--- config.mk ---
export PLATFORM = sky130hd
export DESIGN_NAME = pass_lock_ctrl
export DESIGN_NICKNAME = d
export VERILOG_FILES = /design/src/rtl/pass_pkg.sv /design/src/rtl/blink_gen.sv /design/src/rtl/pass_lock_ctrl.sv
export SDC_FILE = /design/constraint.sdc
export NUM_CORES = 1
export LEC_CHECK = 0
export ABC_AREA = 1
export ABC_CLOCK_PERIOD_IN_PS = 2600
export CORE_ASPECT_RATIO = 0.75
export CORE_MARGIN = 4
export CORE_UTILIZATION = 57
export DETAILED_ROUTE_END_ITERATION = 16
export PLACE_DENSITY = 0.83
export SLEW_MARGIN = 5
export SYNTH_ARGS = -nofsm -noshare
export SYNTH_HDL_FRONTEND = slang
export SYNTH_SLANG_ARGS = --single-unit
--- constraint.sdc ---
create_clock -name clk -period 2.6 [get_ports clk]
set_clock_uncertainty 0.2 [all_clocks]
set_input_delay 0.39 -clock clk [delete_from_list [all_inputs] [get_ports clk]]
set_output_delay 0.39 -clock clk [all_outputs]
set_load 0.1 [all_outputs]
--- src/rtl/pass_pkg.sv ---
// Shared definitions for the pass-lock controller: FSM state encoding and small
// elaboration-time helpers.
package pass_pkg;

  typedef enum logic [2:0] {
    IDLE    = 3'd0,
    ENTRY   = 3'd1,
    CHECK   = 3'd2,
    RIGHT   = 3'd3,
    WRONG   = 3'd4,
    LOCKOUT = 3'd5
  } state_e;

  function automatic int max_i(input int a, input int b);
    return (a > b) ? a : b;
  endfunction

endpackage

--- src/rtl/blink_gen.sv ---
// LED blinker: while enabled the LED starts at 1 and toggles every BLINK_DIV cycles.
// 'en' is the enable for the coming cycle, so the LED register lines up with the FSM state register.
module blink_gen #(
  parameter int BLINK_DIV = 4
) (
  input  logic clk,
  input  logic reset_n,
  input  logic en,
  output logic led
);

  localparam int CW = (BLINK_DIV > 1) ? $clog2(BLINK_DIV) : 1;

  logic [CW-1:0] cnt_q, cnt_d;
  logic          act_q, act_d;
  logic          led_q, led_d;

  always_comb begin
    cnt_d = cnt_q;
    act_d = act_q;
    led_d = led_q;
    if (!en) begin
      cnt_d = '0;
      act_d = 1'b0;
      led_d = 1'b0;
    end else if (!act_q) begin
      cnt_d = '0;
      act_d = 1'b1;
      led_d = 1'b1;
    end else if (cnt_q == CW'(BLINK_DIV - 1)) begin
      cnt_d = '0;
      led_d = ~led_q;
    end else begin
      cnt_d = cnt_q + 1'b1;
    end
  end

  always_ff @(posedge clk or negedge reset_n) begin
    if (!reset_n) begin
      cnt_q <= '0;
      act_q <= 1'b0;
      led_q <= 1'b0;
    end else begin
      cnt_q <= cnt_d;
      act_q <= act_d;
      led_q <= led_d;
    end
  end

  assign led = led_q;

endmodule

--- src/rtl/pass_lock_ctrl.sv ---
// Barrier pass-code controller: digit entry with timeout, code check and LED feedback.
// Define PASS_LOCKOUT_EN to add the try counter and the LOCKOUT state.
module pass_lock_ctrl
  import pass_pkg::*;
#(
  parameter int                                DIGIT_W      = 2,
  parameter int                                NUM_DIGITS   = 4,
  parameter logic [NUM_DIGITS*DIGIT_W-1:0]     DEFAULT_CODE = 8'b01_10_11_00,
  parameter int                                TIMEOUT_CYC  = 16,
  parameter int                                MAX_TRIES    = 3,
  parameter int                                LOCK_CYC     = 64,
  parameter int                                BLINK_DIV    = 4
) (
  input  logic                          clk,
  input  logic                          reset_n,
  input  logic                          sensor_entrance,
  input  logic                          sensor_exit,
  input  logic                          digit_valid,
  input  logic [DIGIT_W-1:0]            digit,
  input  logic                          code_load,
  input  logic [NUM_DIGITS*DIGIT_W-1:0] code_in,
  output logic                          green_led,
  output logic                          red_led,
  output logic                          locked,
  output logic [2:0]                    state_o
);

  localparam int CODE_W = NUM_DIGITS * DIGIT_W;
  localparam int CNT_W  = $clog2(NUM_DIGITS + 1);
  localparam int TMR_W  = $clog2(max_i(TIMEOUT_CYC, LOCK_CYC) + 1);

  state_e              state_q, state_d;
  logic [CODE_W-1:0]   code_q, code_d;
  logic [CNT_W-1:0]    cnt_q, cnt_d, idx;
  logic [TMR_W-1:0]    tmr_q, tmr_d;
  logic                miss_q, miss_d, miss_base, fail;
  logic                green_en, red_en, red_blink;

`ifdef PASS_LOCKOUT_EN
  localparam int TRY_W = max_i(2, $clog2(MAX_TRIES + 1));
  logic [TRY_W-1:0]    tries_q, tries_d;
  logic                lock_q, lock_d;
`endif

  // Digit 0 is the most-significant slice of the stored code.
  function automatic logic [DIGIT_W-1:0] code_digit(input logic [CODE_W-1:0] code,
                                                    input logic [CNT_W-1:0]  i);
    logic [CODE_W-1:0] sh;
    sh = code >> (DIGIT_W * (NUM_DIGITS - 1 - int'(i)));
    return sh[DIGIT_W-1:0];
  endfunction

  always_comb begin
    state_d   = state_q;
    code_d    = code_q;
    cnt_d     = cnt_q;
    tmr_d     = tmr_q;
    miss_d    = miss_q;
    fail      = 1'b0;
    // A digit in WRONG restarts entry as digit 1 with a clean mismatch flag.
    idx       = (state_q == ENTRY) ? cnt_q : '0;
    miss_base = (state_q == ENTRY) ? miss_q : 1'b0;
`ifdef PASS_LOCKOUT_EN
    tries_d   = tries_q;
`endif
    case (state_q)
      IDLE: begin
        cnt_d  = '0;
        tmr_d  = '0;
        miss_d = 1'b0;
        if (code_load) code_d = code_in;
        if (sensor_entrance) state_d = ENTRY;
      end
      ENTRY, WRONG: begin
        if (digit_valid) begin
          miss_d  = miss_base | (digit != code_digit(code_q, idx));
          cnt_d   = idx + 1'b1;
          tmr_d   = '0;
          state_d = (idx == CNT_W'(NUM_DIGITS - 1)) ? CHECK : ENTRY;
        end else if (state_q == ENTRY) begin
          if (tmr_q == TMR_W'(TIMEOUT_CYC - 1)) fail = 1'b1;
          else tmr_d = tmr_q + 1'b1;
        end
      end
      CHECK: begin
        if (miss_q) fail = 1'b1;
        else state_d = RIGHT;
      end
      RIGHT: begin
`ifdef PASS_LOCKOUT_EN
        tries_d = '0;
`endif
        if (sensor_exit) state_d = IDLE;
      end
`ifdef PASS_LOCKOUT_EN
      LOCKOUT: begin
        if (tmr_q == TMR_W'(LOCK_CYC - 1)) begin
          state_d = IDLE;
          tmr_d   = '0;
          tries_d = '0;
        end else begin
          tmr_d = tmr_q + 1'b1;
        end
      end
`endif
      default: state_d = IDLE;
    endcase

    if (fail) begin
`ifdef PASS_LOCKOUT_EN
      tries_d = tries_q + 1'b1;
      if (tries_q == TRY_W'(MAX_TRIES - 1)) begin
        state_d = LOCKOUT;
        tmr_d   = '0;
      end else begin
        state_d = WRONG;
      end
`else
      state_d = WRONG;
`endif
    end
  end

`ifdef PASS_LOCKOUT_EN
  assign lock_d = (state_d == LOCKOUT);
`endif

  always_ff @(posedge clk or negedge reset_n) begin
    if (!reset_n) begin
      state_q <= IDLE;
      code_q  <= DEFAULT_CODE;
      cnt_q   <= '0;
      tmr_q   <= '0;
      miss_q  <= 1'b0;
`ifdef PASS_LOCKOUT_EN
      tries_q <= '0;
      lock_q  <= 1'b0;
`endif
    end else begin
      state_q <= state_d;
      code_q  <= code_d;
      cnt_q   <= cnt_d;
      tmr_q   <= tmr_d;
      miss_q  <= miss_d;
`ifdef PASS_LOCKOUT_EN
      tries_q <= tries_d;
      lock_q  <= lock_d;
`endif
    end
  end

  // Blinkers look at the next state so their LED flops change together with state_q.
  assign green_en = (state_d == RIGHT);
  assign red_en   = (state_d == WRONG);

  blink_gen #(.BLINK_DIV(BLINK_DIV)) u_green_blink (
    .clk     (clk),
    .reset_n (reset_n),
    .en      (green_en),
    .led     (green_led)
  );

  blink_gen #(.BLINK_DIV(BLINK_DIV)) u_red_blink (
    .clk     (clk),
    .reset_n (reset_n),
    .en      (red_en),
    .led     (red_blink)
  );

`ifdef PASS_LOCKOUT_EN
  assign red_led = red_blink | lock_q;
  assign locked  = lock_q;
`else
  assign red_led = red_blink;
  assign locked  = 1'b0;
`endif

  assign state_o = state_q;

endmodule

# [Yosys cells after proc, flatten, opt, wreduce, memory -nomap -nowiden]
# Cells that the tools add are included.
# W data, S select, Z words.
[word_totals] ff_bits=30 inputBits=16 out_inout_bits=6 wordCells=78
[op_classes] add_sub_neg=5 n_eq_ne=16 n_shift=1 mux=36 bitwise=3 n_reduce_logical=6
[ops] cell="$shr A8 B32 Y2" count=1
[ops] cell="$mux W3" count=7
[ops] cell="$mux W7" count=3
[ops] cell="$mux W1" count=14
[ops] cell="$mux W2" count=7
[ops] cell="$pmux W7 S2" count=1
[ops] cell="$eq A3 B2 Y1 const B" count=4
[ops] cell="$ne A3 B3 Y1 const B" count=4
[ops] cell="$pmux W3 S4" count=1
[ops] cell="$add A7 B1 Y7 const B" count=1
[ops] cell="$eq A7 B4 Y1 const B" count=1
[ops] cell="$eq A3 B3 Y1 const B" count=2
[ops] cell="$pmux W3 S2" count=1
[ops] cell="$add A2 B1 Y2 const B" count=2
[ops] cell="$eq A2 B2 Y1 const B" count=2
[ops] cell="$pmux W1 S2" count=2
[ops] cell="$reduce_and A2 Y1" count=2
[ops] cell="$sub A2 B3 Y4 const A" count=1
[ops] cell="$add A3 B1 Y3 const B" count=1
[ops] cell="$eq A3 B1 Y1 const B" count=1
[ops] cell="$logic_not A3 Y1" count=1
[ops] cell="$reduce_and A3 Y1" count=1
[ops] cell="$ne A2 B2 Y1" count=1
[ops] cell="$ne A2 B2 Y1 const B" count=1
[ops] cell="other kinds (4)" count=5

# [Longest topological paths before layout]
# Gate-level depths: netlist (run 1).
[logic_depth] ltp_word=9 depth_mapped=11 depth_no_buf=11

# [By module]
# Synthesis (run 1) repeated with hierarchy kept, for this count alone.
[hier_totals] hier_cells=193 hier_area_um2=1567.8
[modules_own_cells] mod="pass_lock_ctrl" n_inst=1 cells_per_inst=163 area_per_inst_um2=1249.9 seq_area_each_um2=555.5
[modules_own_cells] mod="blink_gen" n_inst=2 cells_per_inst=15 area_per_inst_um2=158.9 seq_area_each_um2=100.1

# [Worst setup path before layout (run 1)]
# Ideal clock, no wire load.
[synth_path] kind="register to register" startpoint="register state_q[1] (netlist: state_o[1])" endpoint="register state_q[0] (netlist: state_o[0])" setup_time_ns=0.077 arrival_time_ns=2.163 required_ns=2.323 setup_slack_ns=0.160 path_stages_with_launch=9 n_path_buf=0 synth_period_minus_slack_ns=2.440 path_cell_list="dfrtp_1 > inv_1 > nand3_1 > inv_1 > ha_1 > ha_1 > a21oi_1 > a22oi_1 > a21oi_1"
[synth_between] elab_chain_cells=7 elab_cells_between_ends=15 classes_between="eq/ne (5); mux (8); reduce/logical (2)"
[synth_lines] item="start, declared" line_no="pass_lock_ctrl.sv:32" rtl="state_e state_q, state_d;"
[synth_lines] item="start signal, assigned" line_no="pass_lock_ctrl.sv:140" rtl="state_q <= state_d;"
[synth_lines] item="$eq A3 B1 Y1" line_no="pass_lock_ctrl.sv:61, pass_lock_ctrl.sv:66, pass_lock_ctrl.sv:80"
[synth_lines] item="$mux W3" line_no="pass_lock_ctrl.sv:61" rtl="idx = (state_q == ENTRY) ? cnt_q : '0;"
[synth_lines] item="$eq A3 B2 Y1" line_no="pass_lock_ctrl.sv:79" rtl="state_d = (idx == CNT_W'(NUM_DIGITS - 1)) ? CHECK : ENTRY;"
[synth_lines] item="$mux W2" line_no="pass_lock_ctrl.sv:79"
[synth_lines] item="$mux W3" line_no="pass_lock_ctrl.sv:75" rtl="if (digit_valid) begin"
[synth_lines] item="$pmux W3 S4" line_no="pass_lock_ctrl.sv:66" rtl="case (state_q)"
[synth_lines] item="$mux W3 *" line_no="pass_lock_ctrl.sv:109" rtl="if (fail) begin"
[synth_lines] item="net state_d[0]" line_no="pass_lock_ctrl.sv:32"
# Mark *: on every way through the listed nets, which the timed path passes. The rest lies on a longest branch.
# A chain may end at the register's enable or synchronous reset.

# [Worst setup path in the final report (run 1)]
[layout_path] startpoint="register state_q[2] (netlist: state_o[2])" endpoint="register state_q[0] (netlist: state_o[0])"
# Same word-level chain as after synthesis.

==> impl_metrics.sql, run 1 <==
INSERT INTO impl_metrics (metric_group, metric, value, unit) VALUES
('power_and_ir_drop', 'power_density', '917', 'nW/um2'),
('yosys', 'synthArstFlopShare', '100', '%'),
('clock_tree', 'ctsHoldBuffers', '0', ''),
('outcome', 'status', 'finished clean', ''),
('cells_and_area', 'antennaDiodeCount', '0', ''),
('yosys', 'synth_seq_cells', '30', ''),
('clock_tree', 'worst_skew_pair.late_latency', '280', 'ps'),
('power_and_ir_drop', 'sequentialPowerShare', '38.6', '%'),
('global_routing', 'pin_count_of_the_biggest_net_entering_global_routing', '31', ''),
('yosys', 'ys.flop_type', 'sky130_fd_sc_hd__dfrtp_1', ''),
('timing', 'number_of_pins_with_negative_max_slew_slack_in_the_final_report', '0', ''),
('setup_path', 'path_class', 'reg -> reg', ''),
('setup_path', 'worst-endpoint-arrival', '1940', 'ps'),
('die', 'start_util', '59.7', '%'),
('placed_design', 'port_buffers', '20', ''),
('routing', 'routed_wl', '3050', 'um'),
('clock_tree', 'post_cts_buffers', '0', ''),
('yosys', 'ys_warn_count', '0', ''),
('routing', 'antenna_violating_nets_post_route', '0', ''),
('power_and_ir_drop', 'switching_fraction', '40.7', '%'),
('timing', 'fin_crit_sh', '75.9', '%'),
('placed_design', 'detailedPlacementHpwl', '2390', 'um'),
('timing', 'fin_worst_hold_slack', '236', 'ps'),
('cells_and_area', 'layout_cells_sized_above_1', '13.3', '%'),
('die', 'die_width', '68.5', 'um'),
('setup_path', 'path_cells', 'nor2_4 -> nand3_1 -> inv_1 -> ha_1 -> ha_1 -> a21oi_1 -> a22oi_1 -> a21oi_1', ''),
('die', 'row_count', '16', ''),
('setup_path', 'critical_path.top_delay_family', 'flip-flops', ''),
('die', 'floorplan.die_area', '3660', 'um2'),
('yosys', 'synth_edf_count', '0', ''),
('die', 'die_height', '53.4', 'um'),
('placed_design', 'pre_cts_ws', '518', 'ps'),
('setup_path', 'worstPathMaxFanout', '7', ''),
('power_and_ir_drop', 'max-vdd-ir-drop', '0.551', 'mV'),
('timing', 'rsz0062_at_grt', 'false', ''),
('clock_tree', 'clock_path_buffers', '2', ''),
('die', 'design.portCount', '22', ''),
('global_routing', 'grt_pass1_vias', '1231', ''),
('placed_design', 'gp_congestion', '0.796', ''),
('routing', 'drc_errors', '0', ''),
('routing', 'route.detailed.wl_per_inst', '12.0', 'um'),
('yosys', 'synth.net_count', '213', ''),
('placed_design', 'dp_cells', '246', ''),
('yosys', 'synth.lib_cells_used.distinct', '31', ''),
('power_and_ir_drop', 'power_report.internal_total', '1.02', 'mW'),
('job', 'max-cap-violations', '0', ''),
('timing', 'setup_viol', '0', ''),
('clock_tree', 'clk_slew_on_worst_s_h_paths', '60', 'ps'),
('power_and_ir_drop', 'power_frac_clock', '21.8', '%'),
('setup_path', 'start_kind', 'flip-flop', ''),
('worst_hold_path', 'worstHoldPathType', 'reg -> reg', ''),
('global_routing', 'grt_antenna_before_repair', '0', ''),
('yosys', 'synthMostInstantiatedCell', 'sky130_fd_sc_hd__nand2_1', ''),
('power_and_ir_drop', 'total_switching_power', '698', 'uW'),
('routing', 'dr.first_iter.drc_count', '45', ''),
('routing', 'via_per_inst', '5.01', ''),
('cells_and_area', 'layout.cells.non_filler', '254', ''),
('yosys', 'syn-cell-area', '1570', 'um2'),
('yosys', 'synth.yosys.seq_area_share', '48.3', '%'),
('setup_path', 'cp_slowest_stage_delay', '470', 'ps'),
('timing', 'worst_slack', '626', 'ps'),
('placed_design', 'detailed_place.area', '1780', 'um2'),
('cells_and_area', 'finalNetCount', '238', ''),
('die', 'core_area', '2620', 'um2'),
('setup_path', 'cp-end-kind', 'flip-flop', ''),
('setup_path', 'worst_ep_required_time', '2560', 'ps'),
('yosys', 'synth_largest_type_area_fraction', '41.6', '%'),
('clock_tree', 'cts_resized', '0', ''),
('global_routing', 'grt_first_pass_wirelength', '5080', 'um'),
('yosys', 'synth_area_leaders', 'sky130_fd_sc_hd__dfrtp_1 (42%), sky130_fd_sc_hd__nand2_1 (8.2%), sky130_fd_sc_hd__inv_1 (7.9%), sky130_fd_sc_hd__dfstp_2 (6.7%), sky130_fd_sc_hd__nand3_1 (5.4%)', ''),
('cells_and_area', 'finish.instance_area', '1870', 'um2');
area by class of cell:
type                    instances  area (um2)
flip-flops and latches         30         756
fillers                       197         749
multi-input cells             124         654
repair buffers                 21         195
inverters                      35         131
clock buffers                   7        86.3
well taps                      36        45.0
clock inverters                 1        5.00
kinds of logic (layout without fill, tap and decap cells):
logic type               after synthesis  count (layout)  synth area share, %
other                                  1               1                0.240
buffers and inverters                 38              64                 9.91
multiplexers                           2               2                 1.44
flip-flops                            30              30                 48.3
AO/OA/AOI/OAI                         27              27                 9.99
AND/OR/NAND/NOR                       88              88                 25.6
adder cells (fa/ha/maj)                5               5                 4.00
XOR/XNOR                               1               1                0.560
per-stage QoR:
| step | utilization (%) | total power, mW |
|---|---|---|
| 6_report | 71.4 | 1.72 |
| 5_1_grt | 71.4 | 1.86 |
| 4_1_cts | 71.4 | 1.73 |
| 3_5_place_dp | 67.9 | 1.35 |
| 3_3_place_gp | 67.9 | 1.32 |
| 2_1_floorplan | - | 1.20 |
cells in the final DEF (no fill, tap or decap), types with 6 or more instances in the layout:
cell                              instances
sky130_fd_sc_hd__nor2_1                  20
sky130_fd_sc_hd__nand3_1                 17
sky130_fd_sc_hd__a21oi_1                 12
sky130_fd_sc_hd__clkbuf_8                 6
sky130_fd_sc_hd__buf_4                    6
sky130_fd_sc_hd__inv_1                   33
sky130_fd_sc_hd__o21ai_0                  6
sky130_fd_sc_hd__clkdlybuf4s50_1         15
sky130_fd_sc_hd__dfrtp_1                 26
sky130_fd_sc_hd__nand2_1                 34
worst paths after layout:
kind                                             start                     end  slack, ps  depth (start not counted)
worst max register to register              state_o[2]              state_o[0]        630                          8
worst min register to register  u_green_blink.cnt_q[0]  u_green_blink.cnt_q[0]        240                          1
worst max-delay path                        state_o[2]              state_o[0]        630                          8
max in group asynchronous                      reset_n               code_q[2]       1590                          2
min in group asynchronous                      reset_n  u_green_blink.cnt_q[0]        290                          2
worst min-delay path            u_green_blink.cnt_q[0]  u_green_blink.cnt_q[0]        240                          1
per-layer routing:
metal	wire (um)	up-vias	GRT usage [%]
met2	1410	29	30.7
met5	0	-	0
met4	77	0	11.2
li1	-	664	-
met1	1410	570	23.5
met3	155	9	6.37
registers in the layout, summed over array words and instances, names as in the netlist:
register and cells:
u_green_blink.act_q 1, u_green_blink.cnt_q 2, miss_q 1, u_green_blink.led 1
cnt_q 3, state_o 3, u_red_blink.led 1, u_red_blink.cnt_q 2
code_q 8, tmr_q 7, u_red_blink.act_q 1
power groups by stage:
| stage | clock network (mW) | registers, mW | logic [mW] |
|---|---|---|---|
| global placement | 0 | 0.662 | 0.655 |
| floorplan | 0 | 0.727 | 0.470 |
| detailed placement | 0 | 0.670 | 0.681 |
| global route | 0.412 | 0.676 | 0.771 |
| CTS | 0.382 | 0.663 | 0.683 |
| finish | 0.374 | 0.664 | 0.680 |
worst reg2reg max path, delay by kind of cell, from the launching register on:
kind,cells,cell delay [ps]
AO/OA/AOI/OAI,3,350
adder cells (fa/ha/maj),2,330
flip-flops,1,470
buffers and inverters,1,130
AND/OR/NAND/NOR,2,380
Power figures use the tool's default switching activity.
==> run 2, diff against run 1 <==
--- a/config.mk
+++ b/config.mk
@@ -6,12 +6,12 @@
 export NUM_CORES = 1
 export LEC_CHECK = 0
 export ABC_AREA = 1
-export ABC_CLOCK_PERIOD_IN_PS = 2600
+export ABC_CLOCK_PERIOD_IN_PS = 1750
 export CORE_ASPECT_RATIO = 0.75
 export CORE_MARGIN = 4
-export CORE_UTILIZATION = 57
+export CORE_UTILIZATION = 48
 export DETAILED_ROUTE_END_ITERATION = 16
-export PLACE_DENSITY = 0.83
+export PLACE_DENSITY = 0.74
 export SLEW_MARGIN = 5
 export SYNTH_ARGS = -nofsm -noshare
 export SYNTH_HDL_FRONTEND = slang
==> constraint.sdc (replaced) <==
create_clock -name clk -period 1.75 [get_ports clk]
set_clock_uncertainty 0.2 [all_clocks]
set_input_delay 0.2625 -clock clk [delete_from_list [all_inputs] [get_ports clk]]
set_output_delay 0.2625 -clock clk [all_outputs]
set_load 0.1 [all_outputs]
==> run 2 against run 1 <==
  * The flow now finishes with violations (setup timing)
  * Register-to-register slack got worse by 740 ps
  * Hold slack got worse by 100 ps
  * Setup slack got worse by 740 ps
  * Combinational power increased to 2.7 times the previous value
  * Largest power group unchanged
  * Highest routed layer unchanged
==> impl_metrics.sql, run 2 (same netlist as run 1, synthesis figures left out) <==
INSERT INTO impl_metrics (metric_group, metric, value, unit) VALUES
('setup_path', 'timing.critical_path.from', 'state_o[2]', ''),
('cells_and_area', 'multi_input_gate_area_in_the_final_layout', '933', 'um2'),
('global_routing', 'grtUsageTotal', '21.7', '%'),
('routing', 'vias', '1548', ''),
('routing', 'antenna_violating_nets_post_route', '0', ''),
('setup_path', 'regToRegSetupSlack', '-120', 'ps'),
('routing', 'drc_errors', '0', ''),
('setup_path', 'cp-end-kind', 'flip-flop', ''),
('cells_and_area', 'fraction_of_the_core_area_covered_by_cells_at_the_end_of_the_flow', '82.6', '%'),
('global_routing', 'grt_first_pass_wirelength', '6730', 'um'),
('worst_hold_path', 'worstHoldPathType', 'in -> async', ''),
('cells_and_area', 'antennaDiodeCount', '0', ''),
('routing', 'via_per_inst', '5.43', ''),
('timing', 'setup_viol', '10', ''),
('outcome', 'violations_in_the_final_reports', 'setup timing', ''),
('cells_and_area', 'finalNetCount', '267', ''),
('timing', 'finalHoldViolCount', '0', ''),
('setup_path', 'r2r-start', 'state_o[2]', ''),
('clock_tree', 'clock_path_buffers', '2', ''),
('timing', 'achievable-frequency', '536', 'MHz'),
('setup_path', 'worstPathMaxFanout', '5', ''),
('setup_path', 'worst_ep_required_time', '1720', 'ps'),
('cells_and_area', 'fillers', '160', ''),
('die', 'floorplan.die_area', '4250', 'um2'),
('clock_tree', 'cts_root_buf', 'sky130_fd_sc_hd__clkbuf_8', ''),
('setup_path', 'worst-endpoint-arrival', '1840', 'ps'),
('die', 'core_area', '3040', 'um2'),
('placed_design', 'gp_congestion', '0.840', ''),
('cells_and_area', 'layout_cells_sized_above_1', '45.3', '%'),
('die', 'row_count', '17', ''),
('routing', 'total_routed_wire_length_on_the_met1_layer', '1810', 'um'),
('clock_tree', 'cts_buffers', '5', ''),
('routing', 'route.detailed.wl_per_inst', '16.7', 'um'),
('placed_design', 'port_buffers', '20', ''),
('global_routing', 'grt_pass1_vias', '1534', ''),
('routing', 'drt_first_pass_iters', '5', ''),
('timing', 'rsz0062_at_grt', 'true', ''),
('timing', 'worst_slack', '-116', 'ps'),
('global_routing', 'pin_count_of_the_biggest_net_entering_global_routing', '31', ''),
('cells_and_area', 'sequential_cell_area', '767', 'um2'),
('cells_and_area', 'area_growth_syn_to_layout', '60.4', '%'),
('cells_and_area', 'largestRegisters', 'code_q: 8 flops, tmr_q: 7 flops', ''),
('job', 'max-cap-violations', '0', ''),
('power_and_ir_drop', 'power_density', '1420', 'nW/um2'),
('setup_path', 'worstRegToRegCells', '8', ''),
('setup_path', 'start_kind', 'flip-flop', ''),
('placed_design', 'pre_cts_ws', '-200', 'ps'),
('clock_tree', 'clk_slew_on_worst_s_h_paths', '70', 'ps'),
('timing', 'period_minus_slack', '1870', 'ps'),
('power_and_ir_drop', 'power.static_leakage', '1.21', 'nW'),
('routing', 'dr.first_iter.drc_count', '75', ''),
('routing', 'maxUsedRoutingLayer', 'met4', ''),
('die', 'start_util', '51.5', '%'),
('timing', 'fin_crit_sh', '107', '%'),
('clock_tree', 'clock-sinks', '30', ''),
('routing', 'wl_met3', '243', 'um'),
('cells_and_area', 'largest_register', 'code_q', ''),
('die', 'die_height', '57.5', 'um'),
('routing', 'wire_length_on_met2', '2460', 'um'),
('cells_and_area', 'largest_register_ff_count', '8', ''),
('power_and_ir_drop', 'max-vdd-ir-drop', '1.12', 'mV'),
('setup_path', 'critical_path.reg2reg.endpoint', 'state_o[0]', ''),
('clock_tree', 'worst_skew_pair.late_latency', '290', 'ps'),
('cells_and_area', 'final_cell_mix', 'sky130_fd_sc_hd__inv_1 (24), sky130_fd_sc_hd__nand2_1 (24), sky130_fd_sc_hd__dfrtp_1 (23)', ''),
('routing', 'routed_wl', '4760', 'um'),
('setup_path', 'path_class', 'reg -> reg', ''),
('clock_tree', 'clock_tree.htree_level_count', '2', ''),
('outcome', 'status', 'finished, violations left', ''),
('die', 'die_width', '73.9', 'um'),
('timing', 'number_of_pins_with_negative_max_slew_slack_in_the_final_report', '0', ''),
('die', 'design.portCount', '22', ''),
('power_and_ir_drop', 'total_power', '3.57', 'mW'),
('global_routing', 'grt_antenna_before_repair', '0', ''),
('clock_tree', 'tritoncts_clock_tree', 'yes', ''),
('placed_design', 'detailedPlacementHpwl', '3000', 'um'),
('global_routing', 'globalRouteOverflowTotal', '0', '');
run 2: cell count changes in the layout (fill, tap and decap cells not counted), sizes merged:
cell,before,now
nand3,18,19
bufinv,0,1
clkbuf,7,5
buf,6,34
clkinv,1,2
run 2: worst max-delay path, stage by stage, from the launching register on:
cell and delay, ps:
sky130_fd_sc_hd__dfrtp_4 510, sky130_fd_sc_hd__nor2_4 220, sky130_fd_sc_hd__nand3_4 150, sky130_fd_sc_hd__inv_4 90, sky130_fd_sc_hd__ha_4 130, sky130_fd_sc_hd__ha_4 150, sky130_fd_sc_hd__a21oi_4 50, sky130_fd_sc_hd__a22oi_2 160
sky130_fd_sc_hd__a21oi_1 90
run 2: per-layer routing:
layer | track usage, % | vias up
li1 | - | 722
met1 | 23.6 | 743
met2 | 37.2 | 58
met3 | 5.99 | 25
met4 | 12.7 | 0
met5 | 0 | -
run 2: how the worst max path moves through the flow:
| stage | endpoint | slack [ps] | cells past startpoint |
|---|---|---|---|
| after global placement | tmr_q[3] | -80 | 7 |
| after floorplan | state_o[0] | -120 | 9 |
| after CTS | miss_q | -60 | 11 |
| final | state_o[0] | -120 | 8 |
| after global routing | miss_q | -200 | 10 |
| after detailed placement | tmr_q[3] | -200 | 9 |
run 2: per-stage QoR:
stage	std cells	hold WS, ps	setup TNS, ps	area (um2)
after floorplan	192	-233	-514	1650
after global placement	270	218	-368	2110
after detailed placement	270	235	-1510	2110
after CTS	280	142	-132	2310
after global routing	285	155	-1860	2510
final	285	136	-599	2510
run 2: what timing repair did:
action / CTS / global route
hold buffers: 0 / 0
pin swaps: 3 / 17
gates cloned: 0 / 1
gates resized for setup: 22 / 43
buffers inserted: 2 / 4
endpoints found under the setup margin: 15 / 20
run 2: cell type report:
| class | instances | area share, % |
|---|---|---|
| multi-input cells | 125 | 37.2 |
| flip-flops and latches | 30 | 30.5 |
| repair buffers | 49 | 20.0 |
| inverters | 35 | 6.03 |
| clock buffers | 5 | 2.74 |
| well taps | 38 | 1.89 |
| clock inverters | 3 | 1.59 |
run 2: power by group:
group | switching [mW] | leakage, nW | total (mW) | internal (mW)
Sequential | 0.137 | 0.383 | 1.03 | 0.890
Clock | 0.269 | 0.0579 | 0.687 | 0.418
Combinational | 1.10 | 0.767 | 1.85 | 0.751
Total | 1.51 | 1.21 | 3.57 | 2.06
==> RTL change 1 (config.mk and constraints of run 2) <==
Register the inputs `sensor_entrance`, `sensor_exit`, `digit_valid`, `digit`, `code_load` and `code_in` before use, cleared by the reset. The logic sees them one clock later.
--- a/src/rtl/pass_lock_ctrl.sv
+++ b/src/rtl/pass_lock_ctrl.sv
@@ -31,2 +31,27 @@
 
+  logic sensor_entrance_q;
+  logic sensor_exit_q;
+  logic digit_valid_q;
+  logic [DIGIT_W-1:0] digit_q;
+  logic code_load_q;
+  logic [NUM_DIGITS*DIGIT_W-1:0] code_r;
+
+  always_ff @(posedge clk or negedge reset_n) begin
+    if (!reset_n) begin
+      sensor_entrance_q <= '0;
+      sensor_exit_q     <= '0;
+      digit_valid_q     <= '0;
+      digit_q           <= '0;
+      code_load_q       <= '0;
+      code_r            <= '0;
+    end else begin
+      sensor_entrance_q <= sensor_entrance;
+      sensor_exit_q     <= sensor_exit;
+      digit_valid_q     <= digit_valid;
+      digit_q           <= digit;
+      code_load_q       <= code_load;
+      code_r            <= code_in;
+    end
+  end
+
   state_e              state_q, state_d;
@@ -70,8 +95,8 @@
         miss_d = 1'b0;
-        if (code_load) code_d = code_in;
-        if (sensor_entrance) state_d = ENTRY;
+        if (code_load_q) code_d = code_r;
+        if (sensor_entrance_q) state_d = ENTRY;
       end
       ENTRY, WRONG: begin
-        if (digit_valid) begin
-          miss_d  = miss_base | (digit != code_digit(code_q, idx));
+        if (digit_valid_q) begin
+          miss_d  = miss_base | (digit_q != code_digit(code_q, idx));
           cnt_d   = idx + 1'b1;
@@ -92,3 +117,3 @@
 `endif
-        if (sensor_exit) state_d = IDLE;
+        if (sensor_exit_q) state_d = IDLE;
       end
Function: changed (a bounded check fails within 4 cycles, from zero or initial values and one cycle with reset_n low).
==> RTL change 1 against run 2 <==
Largest power group unchanged; first-iteration DRC count decreased by 11%; the run still ends with negative setup slack left; worst setup slack better by 0.053 ns; wire length decreased by 15%; total power up 5.1%; utilization is 9.6 points lower; final area is 11% higher; synthesized area increased by 26%; critical endpoint is now miss_q; sequential cell count grew 14.
==> RTL change 1: results <==
set metrics [dict create \
    grt_util_met3_pct 5.13 \
    synth-xor-area-share_pct 0.444 \
    startpoint "state_o[2]" \
    clk_pin_slew_worst_paths_ns 0.08 \
    topRoutingLayerUsed "met4" \
    num-nets-final 276 \
    violations "negative setup slack" \
    cts_inserted_buffers 5 \
    diodes 0 \
    grt_pass1_wl_mm 6.38 \
    cp_max_fo 5 \
    peakVddDrop_uv 823 \
    met2_usage_pct 23.6 \
    yosys_most_used_dff "dfrtp_1" \
    first_pass_iters 5 \
    grt_max_degree 35 \
    place_area_mm2 0.00246 \
    clk_path_buf_depth 2 \
    wl_met3_um 196 \
    hp-class "primary input to async pin" \
    grt_pass1_vias 1446 \
    critPathKind "flip-flop to flip-flop" \
    drive_above_1_share_pct 37.1 \
    worst_slack_ns -0.0631 \
    ys_types 35 \
    yosys_warnings 0 \
    setup_viol_count_final 7 \
    wl_met2_mm 1.87 \
    reg2reg_depth 9 \
    synth_compound_area_share_pct 8.88 \
    r2r_end "miss_q" \
    routed_wl_mm 4.06 \
    use_met1_pct 22.1 \
    drtIter0Drc 67 \
    port-buffer-count 20 \
    outcome "finished, violations left" \
    place_hpwl_mm 2.75 \
    grt.total_usage_pct 16.0 \
    gp_congestion 0.845 \
    clockRootBuffer "clkbuf_8" \
    leakage_nw 1.31 \
    syn_nets 231 \
    synth_area_leaders "dfrtp_1, nand2_1, inv_1" \
    via_count 1509 \
    wl_met1_mm 1.91 \
    reg_top3 "code_q (8), code_r (8), tmr_q (7)" \
    synthTopCellsByCount "dfrtp_1, nand2_1, inv_1, nor2_1" \
    fill_cells 275 \
    cp.arrival_ns 1.81 \
    yosysSeqAreaShare_pct 56.1 \
    synthAdderAreaFrac_pct 3.17 \
    dp_slack_ns -0.0857 \
    grt_antenna_before_repair 0 \
    async_flop_share_pct 100 \
    synthMuxAreaShare_pct 0.571 \
]
-- RTL change 1: cell count changes in the layout (fill, tap and decap cells not counted), moves of 3 or more --
cell,delta
inv_4,-5
nand2_1,+7
inv_2,+3
buf_6,-3
dfrtp_1,+14
buf_4,-8
nor2_2,+3
-- RTL change 1: power breakdown --
group	switching [W]	leakage [nW]	internal (W)
combinational	0.000929	0.705	0.000629
clock	0.000350	0.0614	0.000467
sequential	0.000140	0.545	0.00123
-- RTL change 1: critical path: stages (launching register included) --
cell	delay, ns
dfrtp_4	0.52
nor2_4	0.24
buf_4	0.16
nand4_1	0.08
nand3_1	0.12
nand2_2	0.07
nand3b_1	0.08
nand2_1	0.05
o21bai_1	0.13
nand2_1	0.06
-- RTL change 1: through the flow --
step / total power [W] / util, % / setup TNS (ns) / hold slack [ns] / std cells
final: 0.00375 / 73.0 / -0.216 / 0.163 / 308
after global routing: 0.00397 / 73.0 / -1.71 / 0.186 / 308
after CTS: 0.00356 / 68.8 / -0.0567 / 0.170 / 304
after detailed placement: 0.00272 / 64.8 / -0.398 / -0.0399 / 295
after global placement: 0.00269 / 64.8 / -0.0860 / -0.0395 / 295
after floorplan: 0.00228 / - / -1.32 / -0.233 / 210
-- RTL change 1: area by class of cell --
class	instances	area share, %
Inverter	36	5.50
Clock buffer	6	2.97
Timing Repair Buffer	40	15.6
Sequential cell	44	40.2
Tap cell	52	2.34
Multi-Input combinational cell	128	31.9
Clock inverter	2	1.40
-- RTL change 1: repair_timing --
action | in CTS | in global routing
setup buffers | 0 | 3
gates cloned | 0 | 1
hold buffers | 1 | 0
hold endpoints to repair | 40 | 0
pin swaps | 1 | 10
gates resized for setup | 6 | 33
setup endpoints to repair | 12 | 27
==> RTL change 2 (config.mk and constraints of run 2) <==
Made on the original files. Build with the macro `PASS_LOCKOUT_EN` defined.
--- a/src/rtl/pass_lock_ctrl.sv
+++ b/src/rtl/pass_lock_ctrl.sv
@@ -2,2 +2,4 @@
 // Define PASS_LOCKOUT_EN to add the try counter and the LOCKOUT state.
+`define PASS_LOCKOUT_EN
+
 module pass_lock_ctrl
Formal check against the unedited RTL: no difference found for any inputs over 10 cycles, from zero or initial values and one cycle with reset_n low; that may be too few to reach the edited logic, so the function may still have changed.
==> RTL change 2 against run 2 <==
The run still ends with negative setup slack left; worst hold slack got worse by 0.0094 ns; synthesized area rose by 17%; largest cell class unchanged; worst setup slack got worse by 0.30 ns; wire length rose by 43%; sequential cell count rose by 3; final area rose by 24%; critical endpoint is now tmr_q[3]; die area rose by 15%; highest routed layer unchanged.
Power is not compared: it rests on default switching activity, and its combinational part moved more than twofold at a synthesized area within 25%.
==> RTL change 2: results <==
set metrics [dict create \
    outcome "finished, violations left" \
    violations "negative setup slack" \
    wl_met2_mm 3.43 \
    wl_met3_um 413 \
    synth_area_leaders "dfrtp_1, nand2_1, inv_1" \
    grt_util_met3_pct 7.16 \
    post_cts_buffers 11 \
    r2r_setup_slack_ns -0.42 \
    grt_pass1_wl_mm 9.18 \
    crit_cells 10 \
    ys_types 33 \
    grt.total_usage_pct 25.1 \
    clkLatencyLatePin_ns 0.31 \
    use_met1_pct 31.4 \
    cts_inserted_buffers 5 \
    r2r_end "tmr_q[3]" \
    power_frac_seq_pct 48.1 \
    topRoutingLayerUsed "met4" \
    setup_viol_count_final 33 \
    drive_above_1_share_pct 48.9 \
    port-buffer-count 21 \
    ctsResizeCount 38 \
    place_hpwl_mm 3.48 \
    yosysSeqAreaShare_pct 45.2 \
    routed_wl_mm 6.81 \
    syn_area_per_cell_um2 7.88 \
    tns_ns -8.03 \
    synthTopCellsByCount "nand2_1, inv_1, dfrtp_1, nor2_1, o21ai_0" \
    placed_cells 346 \
    syn_nets 255 \
    reg_top3 "code_q (8), tmr_q (7)" \
    gp_congestion 0.921 \
    wl_met1_mm 2.68 \
    crit_end "tmr_q[3]" \
    internal-power_w 0.00126 \
    grt_antenna_before_repair 0 \
    grt_pass1_vias 1923 \
    cp_max_fo 6 \
    r2r_start "state_o[2]" \
    async_flop_share_pct 100 \
    htreeDepth 2 \
    yosys_warnings 0 \
    peakVddDrop_uv 535 \
    cp.arrival_ns 2.15 \
    grt_max_degree 34 \
    worst_slack_ns -0.416 \
    vias_per_cell 5.45 \
    cts_hold_buf 0 \
    drtIter0Drc 197 \
    via_count 2056 \
    crit_family "compound AO/OA/AOI/OAI gates" \
    met2_usage_pct 40.9 \
]
## RTL change 2: stage by stage
step	util (%)	area, um2	setup WS, ns	hold slack (ns)
after detailed placement	70.6	2590	-0.283	0.234
after global placement	70.6	2590	-0.223	0.234
after floorplan	-	1910	-0.432	-0.233
after CTS	79.5	2910	-0.256	0.143
final	85.1	3120	-0.416	0.126
after global routing	85.1	3120	-0.514	0.145
## RTL change 2: layout make-up
cell class                      count  area, um2
Multi-Input combinational cell    155       1090
Fill cell                         186        546
Clock buffer                        5       68.8
Timing Repair Buffer               86        826
Tap cell                           52       65.1
Sequential cell                    33        843
Clock inverter                      3       46.3
Inverter                           43        176
## RTL change 2: kinds of logic after synthesis
group	after synthesis	synth area share, %
adder cells (fa/ha/maj)	6	4.09
buffers and inverters	45	9.26
AO/OA/AOI/OAI	43	14.0
XOR/XNOR	5	2.38
flip-flops	33	45.2
multiplexers	2	1.23
AND/OR/NAND/NOR	99	23.8
